--- config.mk ---
export PLATFORM = sky130hd
export DESIGN_NAME = hybrid_noc_router_output_arbiter
export DESIGN_NICKNAME = d
export VERILOG_FILES = /design/src/rtl/hybrid_noc_router_output_arbiter.sv
export SDC_FILE = /design/constraint.sdc
export NUM_CORES = 1
export LEC_CHECK = 0
export ABC_AREA = 1
export BUFFER_PORTS_ARGS = -buffer_cell sky130_fd_sc_hd__buf_2
export CAP_MARGIN = 10
export CORE_MARGIN = 4
export CORE_UTILIZATION = 40
export CTS_BUF_LIST = sky130_fd_sc_hd__clkbuf_16
export DETAILED_ROUTE_END_ITERATION = 6
export HOLD_SLACK_MARGIN = 0.12
export PLACE_DENSITY = 0.78
export SETUP_SLACK_MARGIN = 0.02
export SLEW_MARGIN = 20
export SYNTH_ARGS = -nofsm -noshare
export SYNTH_HDL_FRONTEND = slang
export SYNTH_SLANG_ARGS = --single-unit
export TNS_END_PERCENT = 5
--- constraint.sdc ---
create_clock -name clk -period 2.8 [get_ports clk]
set_clock_uncertainty 0.05 [all_clocks]
set_input_delay 0.56 -clock clk [delete_from_list [all_inputs] [get_ports clk]]
set_output_delay 0.56 -clock clk [all_outputs]
set_load 0.01 [all_outputs]
--- src/rtl/hybrid_noc_router_output_arbiter.sv ---
// Per-output-port packet arbiter for the hybrid NoC router.
// Grants one input at a time with round-robin priority and holds the grant for
// a whole packet (wormhole). Granted flits pass through one registered output
// stage that supports simultaneous read and write (full throughput).
module hybrid_noc_router_output_arbiter #(
  parameter int FLIT_WIDTH = 32,
  parameter int INPUTS     = 5,
  parameter int IDX_WIDTH  = $clog2(INPUTS)
) (
  input  logic                         clk,
  input  logic                         rst,
  input  logic [INPUTS*FLIT_WIDTH-1:0] in_flit,
  input  logic [INPUTS-1:0]            in_valid,
  input  logic [INPUTS-1:0]            in_last,
  output logic [INPUTS-1:0]            in_ready,
  output logic [FLIT_WIDTH-1:0]        out_flit,
  output logic                         out_valid,
  output logic                         out_last,
  input  logic                         out_ready,
  input  logic                         enable,
  output logic [INPUTS-1:0]            grant,
  output logic                         busy
);

  localparam logic [0:0] S_IDLE   = 1'b0;
  localparam logic [0:0] S_ACTIVE = 1'b1;
  localparam logic [IDX_WIDTH-1:0] LAST_IDX = IDX_WIDTH'(INPUTS - 1);

  logic [0:0]           state;
  logic [IDX_WIDTH-1:0] ptr;
  logic [IDX_WIDTH-1:0] g_idx;

  logic [FLIT_WIDTH-1:0] flit_arr [INPUTS];

  logic                  sel_found;
  logic [IDX_WIDTH-1:0]  sel_idx;
  logic [IDX_WIDTH-1:0]  scan;
  logic                  active;
  logic                  can_update;
  logic                  xfer;
  logic                  cur_last;
  logic [FLIT_WIDTH-1:0] cur_flit;

  // Index increment with explicit wrap so non-power-of-two INPUTS stays in range.
  function automatic logic [IDX_WIDTH-1:0] wrap_inc(input logic [IDX_WIDTH-1:0] v);
    return (v == LAST_IDX) ? '0 : v + IDX_WIDTH'(1);
  endfunction

  for (genvar i = 0; i < INPUTS; i++) begin : g_unpack
    assign flit_arr[i] = in_flit[i*FLIT_WIDTH +: FLIT_WIDTH];
  end

  // Round-robin pick: first requester scanning ptr, ptr+1, ... with wrap.
  always_comb begin
    sel_found = 1'b0;
    sel_idx   = '0;
    scan      = ptr;
    for (int k = 0; k < INPUTS; k++) begin
      if (!sel_found && in_valid[scan]) begin
        sel_found = 1'b1;
        sel_idx   = scan;
      end
      scan = wrap_inc(scan);
    end
  end

  assign active     = (state == S_ACTIVE);
  assign can_update = ~out_valid | out_ready;
  assign cur_last   = in_last[g_idx];
  assign cur_flit   = flit_arr[g_idx];
  assign xfer       = active & in_valid[g_idx] & can_update;
  // grant is one-hot while ACTIVE, so masking it yields the single ready bit.
  assign in_ready   = (active & can_update) ? grant : '0;
  assign busy       = active | out_valid;

  // Packet-level FSM: arbitrate in IDLE, hold grant until the last flit moves.
  always_ff @(posedge clk) begin
    if (rst) begin
      state <= S_IDLE;
      ptr   <= '0;
      g_idx <= '0;
      grant <= '0;
    end else begin
      case (state)
        S_IDLE: begin
          if (enable && sel_found) begin
            state <= S_ACTIVE;
            g_idx <= sel_idx;
            grant <= INPUTS'(1) << sel_idx;
          end
        end
        default: begin
          if (xfer && cur_last) begin
            state <= S_IDLE;
            grant <= '0;
            ptr   <= wrap_inc(g_idx);
          end
        end
      endcase
    end
  end

  // Output register: load on transfer, otherwise drain when downstream takes it.
  always_ff @(posedge clk) begin
    if (rst) begin
      out_valid <= 1'b0;
      out_last  <= 1'b0;
      out_flit  <= '0;
    end else if (xfer) begin
      out_valid <= 1'b1;
      out_last  <= cur_last;
      out_flit  <= cur_flit;
    end else if (out_ready) begin
      out_valid <= 1'b0;
    end
  end

endmodule

==> results of run 1 <==
-- cells by family after synthesis --
kind of cell | count (synthesis)
buf+inv | 94
simple gates | 261
flops | 46
fa+ha+maj | 9
compound gates | 197
-- worst min-delay path, stage by stage (launching register included) --
cell and delay [ps]:
dfxtp_1 310, nand2_1 60, a21oi_1 60
-- cell usage after synthesis, types with 2 or more instances --
cell type | instances | area [sq um]
o21ai_0 | 101 | 505.5
nor2_1 | 88 | 330.3
nand2_1 | 82 | 307.8
nand3_1 | 65 | 325.3
dfxtp_1 | 46 | 920.9
clkbuf_1 | 42 | 157.7
inv_1 | 39 | 146.4
o22ai_1 | 32 | 200.2
a31oi_1 | 28 | 175.2
a21oi_1 | 24 | 120.1
ha_1 | 9 | 112.6
inv_2 | 9 | 33.78
nand2_2 | 9 | 56.30
a311oi_1 | 6 | 52.55
buf_2 | 4 | 20.02
nand3_2 | 3 | 30.03
nor2_4 | 3 | 33.78
o21ai_1 | 3 | 15.01
nand2_4 | 2 | 22.52
nor2_2 | 2 | 12.51
nor3_1 | 2 | 10.01
-- layer usage --
layer / vias up / track usage, % / routed length (um)
met2: 243 / 43.74 / 7080
met5: - / 0 / 0
met1: 2306 / 29.92 / 5526
li1: 2495 / - / -
met3: 44 / 4.726 / 1085
met4: 0 / 10.83 / 522
-- cell type report --
class                           instances  area, sq um
Tap cell                              108        135.1
Fill cell                             851         3655
Multi-Input combinational cell        468         2500
Inverter                               48        182.7
Clock inverter                          2        10.01
Clock buffer                            5        125.1
Timing Repair Buffer                  242         1271
Sequential cell                        46        927.1
-- through the flow --
step	hold WS [ps]	std cells	power [uW]	setup TNS (ps)
after global placement	411.6	907	2965	0
after CTS	423.6	914	3591	0
after detailed placement	415.3	907	3026	-54.32
after floorplan	408.4	607	2352	0
final	418.8	919	3780	0
after global routing	472.8	919	4101	-71.87
-- power groups by stage --
stage / clock network, uW / logic, uW / registers [uW]
global placement: 0 / 2070 / 891
CTS: 565 / 2140 / 884
global route: 596 / 2600 / 902
detailed placement: 0 / 2130 / 896
finish: 554 / 2340 / 884
floorplan: 0 / 1420 / 933
-- sequential cells by signal, summed over array words and instances, names as in the netlist --
name and count:
out_flit 32, grant 5, ptr 3, g_idx 3, out_valid 1, out_last 1, active 1
-- how the worst max path moves through the flow --
stage	from	endpoint	slack (ps)	cells after the start
after floorplan	ptr[1]$_SDFFE_PP0P_	grant[0]$_SDFFE_PP0P_	60	22
after global placement	ptr[0]$_SDFFE_PP0P_	grant[0]$_SDFFE_PP0P_	110	21
after detailed placement	ptr[0]$_SDFFE_PP0P_	grant[2]$_SDFFE_PP0P_	-40	21
after CTS	ptr[0]$_SDFFE_PP0P_	grant[2]$_SDFFE_PP0P_	30	22
after global routing	ptr[0]$_SDFFE_PP0P_	grant[2]$_SDFFE_PP0P_	-30	20
final	ptr[0]$_SDFFE_PP0P_	grant[3]$_SDFFE_PP0P_	130	21
-- repair_timing --
| action | CTS | global route |
|---|---|---|
| hold buffers | 0 | 0 |
| setup buffers | 0 | 4 |
| pin swaps | 2 | 15 |
| endpoints found under the setup margin | 7 | 9 |
| resized for setup | 2 | 29 |
| cloned | 0 | 1 |
==> flow_summary.toml, run 1 <==
[sta]
setup_viol = 0
post-route-min-period_ps = 2666
fmax_mhz = 375.2
slew_headroom_pct = 49.93
finalMaxSlewViolations = 0
hold_viol_final = 0
finalCritPeriodShare_pct = 95.20
tightest_slew_ps = 750.2
setup_slack_ps = 134.5
rsz0062_at_grt = "true"

[worst_hold_path]
worstHoldEndpoint = "out_last$_SDFFE_PP0P_"
hold_path.startpoint = "out_last$_SDFFE_PP0P_"
holdPathStages = 2
min_path_type = "reg2reg"

[power_and_ir_drop]
p_int_uw = 1991
switching_power_uw = 1789
p_seq_share_pct = 23.4
leakagePower_uw = 0.002564
p_clk_share_pct = 14.7
power.share.switching_pct = 47.32
power_frac_comb_pct = 61.9
p_per_area_nw_per_um2 = 733.8
peakVddDrop_v = 0.0002957

[finish]
final_util_pct = 58.50
finalNetCount = 994
layout_commonest_cell = "buf_2"
mostFrequentLayoutCells = "218 x buf_2, 101 x o21ai_0, 84 x nor2_1"
drive_above_1_share_pct = 37.73
fin_area_sq_um = 5151
diodes = 0
area_growth_pct = 41.19

[route]
ant_nets = 0
vias = 5088
vias_per_cell = 5.536
drt_pass1_iterations = 5
post-route-drc-count = 0
wl_per_cell_um = 15.47
drt_iter0_markers = 261
drt-total-wl_um = 14210

[placement]
dpl_cell_area_sq_um = 4865
hpwl_um = 11110
dpl_worst_slack_ps = -36.55
numPortBuffers = 218
gp_congestion = 0.9323

[critical_path]
path_class = "reg2reg"
ff2ff_path_depth = 21
cp.required_ps = 2960
path_common_cell = "inv_2"
crit_chain = "inv_2 > ha_2 > inv_2 > ha_4 > nand3_2 > nand2_2 > ha_4 > nor2_4 > nand3_2 > nand2_4 > inv_2 > nand2_2 > nand3_1 > nand3_1 > nand2_4 > inv_2 > nand2_4 > buf_4 > nand2_2 > nand3_1 > a21oi_1"
cp-end-kind = "register"
critPathMaxFanout = 5
rr_startpoint = "ptr[0]$_SDFFE_PP0P_"
cp.arrival_ps = 2830
cpPeakStageDelay_ps = 360
critical_path_buf_inv_count = 5
r2r_end = "grant[3]$_SDFFE_PP0P_"
cp-start-kind = "register"
cp_top_family = "simple AND/OR/NAND/NOR gates"
reg2reg_slack_ps = 130
cp_slowest_cell = "dfxtp_4"

[job]
cap_viol_max_count = 0

[synthesis]
synth_nets = 790
synth_adder_area_share_pct = 3.086
ys_ff_latch = 46
ys.flop_type = "dfxtp_1"
postSynthCellCount = 607
synth_mux_area_share_pct = 0
synth.avg_cell_area_sq_um = 6.011
synth-simple-area-share_pct = 31.82
post_synth_xor_area_fraction_pct = 0
ys_seq_area_share_pct = 25.24
async_flop_share_pct = 0
synth_edf_count = 0
synth_top_family_by_area = "simple AND/OR/NAND/NOR gates"
synth_compound_area_share_pct = 30.04
syn_area_sq_um = 3648
yosys_warnings = 0
synth_cell_types = 29

[clock_network]
clock_path_buffers = 2
cts.reportedPaths.clkPinSlew_ps = 60
cts_buffers = 5
ctsHtreeMaxLevel = 2
cts_tree = "yes"
clkSinkCount = 46
clock_latency_ps = 280
root_buffer = "clkbuf_16"

[floorplan]
coreArea_sq_um = 8806
die_area_sq_um = 10710
start_util_pct = 41.43
ios = 219
row_count = 34
die_x_um = 103.5
die_h_um = 103.5

[global_routing]
grt_usage_pct = 25.02
grt_max_degree = 45
antenna_found_initial = 0
grt_pass1_vias = 4925
grt_pass1_wl_um = 22800
overflow = 0

[status]
status = "completed"
No activity file was read; power rests on OpenSTA's default activity.
==> run 2: changes to the inputs <==
--- a/config.mk
+++ b/config.mk
@@ -7,16 +7,16 @@
 export LEC_CHECK = 0
 export ABC_AREA = 1
 export BUFFER_PORTS_ARGS = -buffer_cell sky130_fd_sc_hd__buf_2
-export CAP_MARGIN = 10
+export CAP_MARGIN = 30
 export CORE_MARGIN = 4
-export CORE_UTILIZATION = 40
+export CORE_UTILIZATION = 44
 export CTS_BUF_LIST = sky130_fd_sc_hd__clkbuf_16
 export DETAILED_ROUTE_END_ITERATION = 6
 export HOLD_SLACK_MARGIN = 0.12
-export PLACE_DENSITY = 0.78
+export PLACE_DENSITY = 0.81
 export SETUP_SLACK_MARGIN = 0.02
 export SLEW_MARGIN = 20
 export SYNTH_ARGS = -nofsm -noshare
 export SYNTH_HDL_FRONTEND = slang
 export SYNTH_SLANG_ARGS = --single-unit
-export TNS_END_PERCENT = 5
+export TNS_END_PERCENT = 10
==> constraint.sdc (replaced) <==
create_clock -name clk -period 3 [get_ports clk]
set_clock_uncertainty 0.05 [all_clocks]
set_input_delay 0.6 -clock clk [delete_from_list [all_inputs] [get_ports clk]]
set_output_delay 0.6 -clock clk [all_outputs]
set_load 0.01 [all_outputs]
==> flow_summary.toml, run 2 (same netlist as run 1, synthesis figures left out) <==
[status]
status = "completed"

[route]
wl_met1_um = 5806
top_layer = "met4"
ant_nets = 0
drt_pass1_iterations = 5
wl_met2_um = 7289
vias = 5070
drt_iter0_markers = 203
wl_met3_um = 1204
drt-total-wl_um = 14560
post-route-drc-count = 0
vias_per_cell = 5.584
wl_per_cell_um = 16.03

[clock_network]
clock_path_buffers = 2
root_buffer = "clkbuf_16"
cts_tree = "yes"
ctsHtreeMaxLevel = 2
cts.reportedPaths.clkPinSlew_ps = 60
clkSinkCount = 46
clock_latency_ps = 280
cts_hold_buf = 0
cts_buffers = 5

[sta]
finalCritPeriodShare_pct = 91.96
hold_viol_final = 0
tns_ps = 0
setup_viol = 0
slew_headroom_pct = 48.50
post-route-min-period_ps = 2759
setup_slack_ps = 241.1
tightest_slew_ps = 771.7
fmax_mhz = 362.5
finalMaxSlewViolations = 0

[finish]
layout_commonest_cell = "buf_2"
area_growth_pct = 37.45
largestRegisters = "out_flit x32, grant x5"
finalNetCount = 988
top_register = "out_flit"
largest_reg_flops = 32
drive_above_1_share_pct = 35.48
mostFrequentLayoutCells = "218 x buf_2, 101 x o21ai_0, 85 x nor2_1"
fill_cells = 749
diodes = 0

[floorplan]
die_x_um = 99.06
ios = 219
coreArea_sq_um = 7888
start_util_pct = 46.26
row_count = 32
die_h_um = 99.06
die_area_sq_um = 9813

[critical_path]
cp.required_ps = 3160
ff2ff_path_depth = 19
crit_chain = "inv_1 > ha_1 > inv_2 > ha_4 > nand3_1 > nand2_2 > ha_1 > nand3_1 > nand2_2 > nand3_2 > inv_2 > nand2_1 > nand2_1 > nor2_4 > nand3_1 > inv_1 > nor2_2 > nand3_1 > a21oi_2"
critPathMaxFanout = 6
cpPeakStageDelay_ps = 360
path_common_cell = "nand3_1"
r2r_end = "grant[1]$_SDFFE_PP0P_"
cp_slowest_cell = "dfxtp_4"
path_class = "reg2reg"
cp-end-kind = "register"
rr_startpoint = "ptr[1]$_SDFFE_PP0P_"
cp.arrival_ps = 2920
reg2reg_slack_ps = 240
cp-start-kind = "register"

[global_routing]
overflow = 0
grt_max_degree = 58
antenna_found_initial = 0
grt_usage_pct = 28.00
grt_pass1_vias = 4856
grt_pass1_wl_um = 22800

[worst_hold_path]
hold_path.startpoint = "out_flit[19]$_SDFFE_PP0P_"
min_path_type = "reg2reg"
holdPathStages = 2
worstHoldEndpoint = "out_flit[19]$_SDFFE_PP0P_"

[placement]
dpl_worst_slack_ps = 71.46
gp_congestion = 0.9518
hpwl_um = 11190
numPortBuffers = 218

[power_and_ir_drop]
peakVddDrop_v = 0.0003195
total_power_uw = 3403
p_per_area_nw_per_um2 = 678.6
leakagePower_uw = 0.002526

[job]
cap_viol_max_count = 0
run 2: where the power goes:
group	switching, uW	internal [uW]
Sequential	88.0	744
Combinational	1320	733
Clock	219	301
run 2: worst max-delay path by stage:
stage / to / cells past startpoint / start
after floorplan: grant[0]$_SDFFE_PP0P_ / 21 / ptr[0]$_SDFFE_PP0P_
after global placement: grant[0]$_SDFFE_PP0P_ / 21 / ptr[0]$_SDFFE_PP0P_
after detailed placement: grant[1]$_SDFFE_PP0P_ / 21 / ptr[0]$_SDFFE_PP0P_
after CTS: grant[1]$_SDFFE_PP0P_ / 21 / ptr[0]$_SDFFE_PP0P_
after global routing: grant[1]$_SDFFE_PP0P_ / 19 / ptr[1]$_SDFFE_PP0P_
final: grant[1]$_SDFFE_PP0P_ / 19 / ptr[1]$_SDFFE_PP0P_
run 2: critical path: cells and delay by family, from the launching register on:
kind	cells	cell delay, ps
buffers and inverters	4	340
adder cells (fa/ha/maj)	3	580
flip-flops	1	360
AND/OR/NAND/NOR	11	1210
AO/OA/AOI/OAI	1	140
run 2: final cells by class:
| type | instances | area (sq um) | area share [%] |
|---|---|---|---|
| Inverter | 48 | 182.7 | 3.643 |
| Multi-Input combinational cell | 467 | 2404 | 47.93 |
| Sequential cell | 46 | 929.6 | 18.54 |
| Timing Repair Buffer | 237 | 1234 | 24.60 |
| Clock buffer | 5 | 125.1 | 2.495 |
| Tap cell | 102 | 127.6 | 2.545 |
| Clock inverter | 3 | 12.51 | 0.2495 |
run 2: through the flow:
| stage | area (sq um) | instances | hold slack (ps) | util [%] |
|---|---|---|---|---|
| 5_1_grt | 5015 | 908 | 454.3 | 63.58 |
| 3_5_place_dp | 4821 | 898 | 432.6 | 61.12 |
| 3_3_place_gp | 4821 | 898 | 418.2 | 61.12 |
| 6_report | 5015 | 908 | 438.6 | 63.58 |
| 4_1_cts | 4959 | 906 | 441.8 | 62.86 |
| 2_1_floorplan | 3649 | 607 | 408.4 | - |
run 2: layer usage:
metal,vias to the layer above,GRT usage [%]
met3,25,5.025
met1,2304,34.82
met2,254,49.48
met4,0,7.458
met5,-,0
li1,2487,-
run 2: timing repair:
item	CTS	global route
hold endpoints to repair	0	0
setup endpoints to repair	0	9
buffers inserted	0	2
gates resized for setup	0	13
